[src/rtl/frac_lut6_ccff_loader.sv]
// Serial programmer for one fracturable-LUT6 configuration chain.
// Takes a parallel configuration word over valid/ready and shifts it into the
// CCFF chain MSB-first. While shifting, it captures the previous chain
// contents from ccff_tail so they can be read back.
//
// Handshake: a word transfers on the rising prog_clock edge where
// cfg_valid && cfg_ready. cfg_ready is high only in IDLE. cfg_valid may be
// held across a busy period without side effects, and cfg_data is only
// sampled on the transfer edge.
module frac_lut6_ccff_loader #(
    parameter int CHAIN_LEN     = 66,
    parameter int SETTLE_CYCLES = 2
) (
    input  logic                 prog_clock,
    input  logic                 prog_reset_n,
    input  logic                 cfg_valid,
    output logic                 cfg_ready,
    input  logic [CHAIN_LEN-1:0] cfg_data,
    input  logic                 cfg_abort,
    output logic                 config_enable,
    output logic                 ccff_head,
    input  logic                 ccff_tail,
    output logic                 busy,
    output logic                 done,
    output logic                 err,
    output logic [CHAIN_LEN-1:0] rb_data,
    output logic [1:0]           dbg_state
);

    localparam int CW = $clog2(CHAIN_LEN + 1);
    localparam int SW = $clog2(SETTLE_CYCLES + 1);

    typedef enum logic [1:0] {
        S_IDLE   = 2'd0,
        S_SHIFT  = 2'd1,
        S_SETTLE = 2'd2,
        S_DONE   = 2'd3
    } state_t;

    state_t               state, state_nxt;
    logic [CW-1:0]        cnt, cnt_nxt;
    logic [SW-1:0]        scnt, scnt_nxt;
    // The MSB goes straight to ccff_head on the handshake edge, so only the
    // remaining bits need to be kept for shifting.
    logic [CHAIN_LEN-2:0] shreg, shreg_nxt;
    logic [CHAIN_LEN-1:0] rb_shadow, rb_shadow_nxt;
    logic [CHAIN_LEN-1:0] rb_data_nxt;
    logic                 en_nxt, head_nxt, busy_nxt, done_nxt, err_nxt;

    assign cfg_ready = (state == S_IDLE);
    assign dbg_state = state;

    // State and registered outputs.
    always_ff @(posedge prog_clock or negedge prog_reset_n) begin
        if (!prog_reset_n) begin
            state         <= S_IDLE;
            cnt           <= '0;
            scnt          <= '0;
            shreg         <= '0;
            rb_shadow     <= '0;
            rb_data       <= '0;
            config_enable <= 1'b0;
            ccff_head     <= 1'b0;
            busy          <= 1'b0;
            done          <= 1'b0;
            err           <= 1'b0;
        end else begin
            state         <= state_nxt;
            cnt           <= cnt_nxt;
            scnt          <= scnt_nxt;
            shreg         <= shreg_nxt;
            rb_shadow     <= rb_shadow_nxt;
            rb_data       <= rb_data_nxt;
            config_enable <= en_nxt;
            ccff_head     <= head_nxt;
            busy          <= busy_nxt;
            done          <= done_nxt;
            err           <= err_nxt;
        end
    end

    // Next-state and next-output logic. The outputs are computed one cycle
    // ahead so that they are registered in the cycle they apply to.
    always_comb begin
        state_nxt     = state;
        cnt_nxt       = cnt;
        scnt_nxt      = scnt;
        shreg_nxt     = shreg;
        rb_shadow_nxt = rb_shadow;
        rb_data_nxt   = rb_data;
        en_nxt        = config_enable;
        head_nxt      = ccff_head;
        busy_nxt      = busy;
        done_nxt      = 1'b0;
        err_nxt       = 1'b0;

        case (state)
            S_IDLE: begin
                if (cfg_valid) begin
                    state_nxt = S_SHIFT;
                    cnt_nxt   = '0;
                    shreg_nxt = cfg_data[CHAIN_LEN-2:0];
                    head_nxt  = cfg_data[CHAIN_LEN-1];
                    en_nxt    = 1'b1;
                    busy_nxt  = 1'b1;
                end
            end
            S_SHIFT: begin
                // The chain shifts on this same edge, so ccff_tail currently
                // shows old bit CHAIN_LEN-1-cnt. Shifting it in from the LSB
                // leaves the first captured bit at the MSB after a full pass.
                rb_shadow_nxt = {rb_shadow[CHAIN_LEN-2:0], ccff_tail};
                if (cfg_abort) begin
                    state_nxt = S_DONE;
                    cnt_nxt   = '0;
                    en_nxt    = 1'b0;
                    head_nxt  = 1'b0;
                    busy_nxt  = 1'b0;
                    done_nxt  = 1'b1;
                    err_nxt   = 1'b1;
                end else if (cnt == CW'(CHAIN_LEN - 1)) begin
                    state_nxt = S_SETTLE;
                    cnt_nxt   = '0;
                    scnt_nxt  = '0;
                    en_nxt    = 1'b0;
                    head_nxt  = 1'b0;
                end else begin
                    cnt_nxt   = cnt + CW'(1);
                    head_nxt  = shreg[CHAIN_LEN-2];
                    shreg_nxt = {shreg[CHAIN_LEN-3:0], 1'b0};
                end
            end
            S_SETTLE: begin
                if (cfg_abort) begin
                    state_nxt = S_DONE;
                    busy_nxt  = 1'b0;
                    done_nxt  = 1'b1;
                    err_nxt   = 1'b1;
                end else if (scnt == SW'(SETTLE_CYCLES - 1)) begin
                    state_nxt   = S_DONE;
                    rb_data_nxt = rb_shadow;
                    busy_nxt    = 1'b0;
                    done_nxt    = 1'b1;
                end else begin
                    scnt_nxt = scnt + SW'(1);
                end
            end
            S_DONE: begin
                // The single non-busy cycle here is the gap between loads.
                state_nxt = S_IDLE;
            end
            default: begin
                state_nxt = S_IDLE;
            end
        endcase
    end

endmodule

[config.mk]
export PLATFORM = sky130hd
export DESIGN_NAME = frac_lut6_ccff_loader
export DESIGN_NICKNAME = d
export VERILOG_FILES = /design/src/rtl/frac_lut6_ccff_loader.sv
export SDC_FILE = /design/constraint.sdc
export NUM_CORES = 1
export LEC_CHECK = 0
export ABC_CLOCK_PERIOD_IN_PS = 5500
export CAP_MARGIN = 5
export CORE_ASPECT_RATIO = 1.5
export CORE_MARGIN = 10
export CORE_UTILIZATION = 50
export DETAILED_ROUTE_END_ITERATION = 12
export PLACE_DENSITY = 0.75
export SLEW_MARGIN = 40
export SYNTH_ARGS = -nofsm -noshare
export SYNTH_HDL_FRONTEND = slang
export SYNTH_SLANG_ARGS = --single-unit
[constraint.sdc]
create_clock -name prog_clock -period 5.5 [get_ports prog_clock]
set_input_delay 0.55 -clock prog_clock [delete_from_list [all_inputs] [get_ports prog_clock]]
set_output_delay 0.55 -clock prog_clock [all_outputs]
set_load 0.02 [all_outputs]
==> results of run 1 <==
[layout make-up]
| cell class | instances | area (um^2) |
|---|---|---|
| Clock buffer | 28 | 572 |
| Clock inverter | 6 | 85.1 |
| Fill cell | 1351 | 6470 |
| Inverter | 10 | 37.5 |
| Multi-Input combinational cell | 335 | 3630 |
| Sequential cell | 213 | 5330 |
| Tap cell | 217 | 272 |
| Timing Repair Buffer | 151 | 1550 |
[placed cells by master, fill, tap and decap left out, drive strengths merged]
master,count
a21boi,1
a21o,4
a21oi,7
a31oi,1
and2,1
buf,7
bufinv,2
clkbuf,29
clkdlybuf4s50,143
clkinv,2
clkinvlp,2
dfrtp,213
ha,7
inv,10
mux2,261
mux2i,2
nand2,11
nand2b,2
nand3,3
nor2,3
nor2b,2
nor3,1
nor3b,2
nor4,1
o21a,1
o21ai,13
o22a,1
o22ai,2
o31ai,2
o41ai,1
or2,1
or4,5
[sequential cells by signal (all words and copies together) (netlist names)]
name           count
scnt               2
rb_data           66
dbg_state          2
err                1
cnt                7
rb_shadow         66
busy               1
ccff_head          1
config_enable      1
done               1
shreg             65
[worst max-delay path, cell delays in order (launching register included)]
cell,delay [ns]
dfrtp_1,0.43
inv_1,0.13
ha_4,0.37
buf_6,0.55
nor2_1,0.16
a21o_4,0.31
buf_12,0.22
buf_12,0.19
mux2_4,0.31
[routing by layer]
| metal | vias to the layer above | wire length, um | GRT usage, % |
|---|---|---|---|
| met4 | 0 | 374 | 4.15 |
| met1 | 2615 | 7110 | 17.8 |
| li1 | 2379 | - | - |
| met3 | 30 | 1450 | 4.47 |
| met5 | - | 0 | 0 |
| met2 | 155 | 8760 | 24.6 |
[final timing paths]
path | from | end | slack (ns) | depth (start not counted)
min reg2reg | scnt[0] | scnt[0] | 0.50 | 1
max | dbg_state[1] | shreg[48] | 2.68 | 8
min | prog_reset_n | rb_data[45] | 0.09 | 1
max reg2reg | dbg_state[1] | shreg[48] | 2.68 | 8
max in group asynchronous | prog_reset_n | rb_shadow[23] | 4.35 | 2
min in group prog_clock | scnt[0] | scnt[0] | 0.50 | 1
[power by group]
part           switching (mW)  internal (mW)  total (mW)
Sequential              0.259           2.00        2.26
Combinational           0.922           1.40        2.32
Clock                   0.560          0.819        1.38
Total                    1.74           4.21        5.95
[synthesized netlist by cell type]
library cell  count
nor2b_1           2
inv_1            10
o31ai_1           2
buf_2            12
clkbuf_1         11
nand2_1          11
nor2_1            3
a21oi_1           7
o41ai_1           1
o21ai_2           1
nor3_1            1
buf_6             5
a21o_1            4
nor3b_1           2
dfrtp_1         213
nand3_1           3
o21a_1            1
mux2_2          212
a31oi_1           1
ha_1              7
mux2_4           49
buf_1             2
o22a_1            1
buf_4             1
a21boi_0          1
nand2b_1          2
o22ai_1           2
mux2i_2           1
o21ai_0          12
nor4_1            1
mux2i_1           1
or4_1             5
or2_1             1
and2_1            1
[logic make-up after synthesis]
family                   Yosys count
flip-flops                       213
buffers and inverters             41
AND/OR/NAND/NOR                   32
multiplexers                     263
AO/OA/AOI/OAI                     33
adder cells (fa/ha/maj)            7
[metrics by stage]
stage	utilization [%]	cell area (um^2)	power (mW)	setup WS (ns)	std cells
floorplan	-	9140	4.04	3.16	589
global placement	59.8	10700	4.45	2.12	923
detailed placement	60.1	10800	4.59	1.97	925
CTS	63.7	11400	6.00	1.95	959
global route	64.0	11500	6.29	2.48	960
finish	64.0	11500	5.95	2.68	960
==> results.yml, run 1 <==
global_route:
  grt_pass1_vias: 5659
  globalRouteOverflowTotal: 0
  grt_max_degree: 85
  grt.total_usage_pct: 14.7
  grt_pass1_wl_mm: 29.1
  antenna_found_initial: 0
timing:
  setup_violations: 0
  fin_setup_tns_ns: 0
  maxSlewViolCount: 0
  slew_headroom_pct: 56.5
  clock-skew-final_ns: 0.0116
  post-route-min-period_ns: 2.82
  tightest_slew_ns: 0.653
  fmax_ghz: 0.354
  grt_setup_unrepaired: "no"
  period_share_pct: 51.3
  hold_viol: 0
  hold-worst-slack_ns: 0.0938
detailed_routing:
  via_per_inst: 5.39
  dr.pass1.iters: 4
  drt_wl_total_mm: 17.7
  drtIter0Drc: 289
  avgRoutedWirePerCell_um: 18.4
  vias: 5179
  drc_errors: 0
  ant_nets: 0
final_layout:
  finish.net_count: 809
  insertedDiodeCount: 0
  area_growth_pct: 25.5
  final_layout_size_suffix_gt1_share_pct: 40.8
power_and_ir_drop:
  p_leak_nw: 5.30
  powerDensity_mw_per_mm2: 519
  peakVddDrop_v: 0.000427
critical_path:
  critPathKind: "flop to flop"
  startpoint_type: "flop"
  worstPathArrival_ns: 3.19
  crit_fanout: 72
  required_ns: 5.87
  worstSetupEndpointType: "flop"
status:
  status: "complete, no violations"
logic_synthesis:
  syn_avg_cell_area_um2: 15.5
  synthDistinctLibCells: 34
  yosysWarnings: 0
  synthXorXnorAreaFrac_pct: 0
  netlist_top_cells_area: "dfrtp_1 (58%), mux2_2 (26%), mux2_4 (8.0%)"
  syn-num-nets: 667
  synth-simple-area-share_pct: 1.85
  synth_top_family_by_area: "multiplexers"
  yosysSeqAreaShare_pct: 58.3
  synth-compound-area-share_pct: 2.19
  synth_area_mm2: 0.00914
  ys_ff_latch: 213
  synth.largest_area_cell: "dfrtp_1"
  syn-instance-count: 589
  synth_fa_ha_area_share_pct: 0.958
  synthMuxAreaShare_pct: 34.4
  netlist.area_leader.share_pct: 58.3
clocking:
  clk_latency_ns: 0.48
  cts_buffers: 20
  clk_path_buf_depth: 3
  tritoncts: "done"
  clock-sinks: 213
  cts_max_level: 1
  hold_buffers: 0
  cts_root_buf: "clkbuf_16"
  ctsResizeCount: 0
  clk_pin_slew_worst_paths_ns: 0.07
  post-cts-setup-buffer-count: 0
place:
  gp_congestion: 0.709
  io_buffers: 144
  dp_hpwl_mm: 12.5
hold_path:
  holdCritPathClass: "input port to asynchronous set/reset pin"
die:
  fp.coreArea_mm2: 0.0179
  initial_core_util_pct: 51.0
  die_y_um: 186
  num_io_pins: 145
  die_area_mm2: 0.0242
  chipWidth_um: 130
  num_rows: 60
job:
  maxCapViolations: 0
Power figures use the tool's default switching activity.
==> run 2: changes to the inputs <==
Settings changed: ABC_CLOCK_PERIOD_IN_PS 5500 to 2500, CORE_UTILIZATION 50 to 49, PLACE_DENSITY 0.75 to 0.77.
Clock period 5.5 ns to 2.5 ns, I/O delays scaled along.
==> results.yml, run 2 (synthesis results as in run 1) <==
job:
  maxCapViolations: 0
final_layout:
  design_area_mm2: 0.0116
  layout_commonest_cell: "dfrtp_1"
  finish.net_count: 818
  final_layout_size_suffix_gt1_share_pct: 41.6
  mostFrequentLayoutCells: "dfrtp_1 (213), mux2_2 (212), clkdlybuf4s50_1 (143)"
  fillers: 1402
  area_growth_pct: 27.2
  final_util_pct: 63.0
  biggestRegsByFlops: "rb_data (66), rb_shadow (66), shreg (65)"
  insertedDiodeCount: 0
die:
  die_y_um: 187
  fp.coreArea_mm2: 0.0185
  chipWidth_um: 132
  initial_core_util_pct: 49.5
  num_rows: 61
  num_io_pins: 145
  die_area_mm2: 0.0246
global_route:
  globalRouteOverflowTotal: 0
  grt_pass1_wl_mm: 30.2
  grt.total_usage_pct: 14.2
  grt_max_degree: 135
  grt_pass1_vias: 5906
  antenna_found_initial: 0
detailed_routing:
  drc_errors: 0
  ant_nets: 0
  dr.pass1.iters: 4
  avgRoutedWirePerCell_um: 17.8
  via_per_inst: 5.23
  vias: 5240
  drtIter0Drc: 301
  drt_wl_total_mm: 17.8
critical_path:
  required_ns: 2.86
  r2r_end: "shreg[13]"
  crit_fanout: 21
  r2r_slack_ns: 0.23
  cp-startpoint: "dbg_state[1]"
  worstPathArrival_ns: 2.63
  rr_worst_depth: 7
  startpoint_type: "flop"
  worstReg2RegStart: "dbg_state[1]"
  critPathKind: "flop to flop"
  crit_path_end: "shreg[13]"
  worstSetupEndpointType: "flop"
timing:
  tightest_slew_ns: 0.735
  setup_ws_ns: 0.234
  clock-skew-final_ns: 0.0127
  post-route-min-period_ns: 2.27
  period_share_pct: 90.6
  fin_setup_tns_ns: 0
  hold-worst-slack_ns: 0.394
  grt_setup_unrepaired: "no"
  hold_viol: 0
  fmax_ghz: 0.441
  slew_headroom_pct: 51.0
  maxSlewViolCount: 0
  setup_violations: 0
clocking:
  cts_root_buf: "clkbuf_16"
  cts_buffers: 20
  tritoncts: "done"
  clock-sinks: 213
  cts_max_level: 1
  clk_path_buf_depth: 3
  clk_latency_ns: 0.48
  clk_pin_slew_worst_paths_ns: 0.07
place:
  pre_cts_slack_ns: 0.234
  placement.cell_area_mm2: 0.0109
  gp_congestion: 0.788
  dp_hpwl_mm: 12.7
  io_buffers: 144
power_and_ir_drop:
  peakVddDrop_v: 0.000806
  powerDensity_mw_per_mm2: 1130
  p_leak_nw: 5.37
hold_path:
  holdCritPathClass: "input port to asynchronous set/reset pin"
status:
  status: "complete, no violations"
-- run 2: cell types whose count changed in the layout (fill, tap and decap cells not counted), moves of 2 or more --
cell,delta
clkbuf_1,-3
clkbuf_8,+4
buf_4,+8
clkinvlp_4,-2
buf_6,-3
buf_12,+3
-- run 2: how the worst min path moves through the flow --
stage | startpoint | cells past startpoint | slack (ns) | end
6_report | prog_reset_n | 2 | 0.39 | rb_data[48]
5_1_grt | ccff_tail | 2 | 0.40 | rb_shadow[0]
4_1_cts | cfg_data[0] | 3 | 0.38 | shreg[0]
3_5_place_dp | prog_reset_n | 1 | 0.34 | rb_data[48]
3_3_place_gp | prog_reset_n | 1 | 0.33 | rb_shadow[47]
2_1_floorplan | prog_reset_n | 0 | -0.05 | busy
-- run 2: layer usage --
metal	up-vias	track usage, %	routed length, um
met5	-	0	0
met1	2688	17.4	7550
li1	2389	-	-
met3	22	3.06	922
met2	141	24.9	9140
met4	0	3.52	232
-- run 2: timing repair --
action,in CTS,in global routing
hold endpoints to repair,76,0
hold buffers,1,0
setup buffers,0,0
gates resized for setup,0,0
-- run 2: area by class of cell --
| class | count | area, um^2 | area share, % |
|---|---|---|---|
| inverters | 10 | 37.5 | 0.323 |
| clock inverters | 3 | 65.1 | 0.559 |
| clock buffers | 29 | 616 | 5.29 |
| multi-input cells | 335 | 3620 | 31.2 |
| flip-flops and latches | 213 | 5330 | 45.8 |
| repair buffers | 160 | 1640 | 14.1 |
| well taps | 252 | 315 | 2.71 |
-- run 2: report_power, final --
part           leakage, nW  switching [mW]  internal (mW)
sequential            2.78           0.536           4.39
clock                0.336            1.21           1.90
combinational         2.26            2.05           3.08
-- run 2: critical path, cell delays in order, from the launching register on --
cell and delay (ns):
dfrtp_1 0.38, inv_1 0.11, ha_1 0.27, mux2i_2 0.12, nor2_1 0.20, a21o_4 0.35, buf_4 0.34, mux2_2 0.37
-- run 2: per-stage QoR --
step	instances	power (mW)
after floorplan	589	8.89
after global placement	969	9.92
after detailed placement	969	10.2
after CTS	1002	13.4
after global routing	1002	13.9
final	1002	13.2
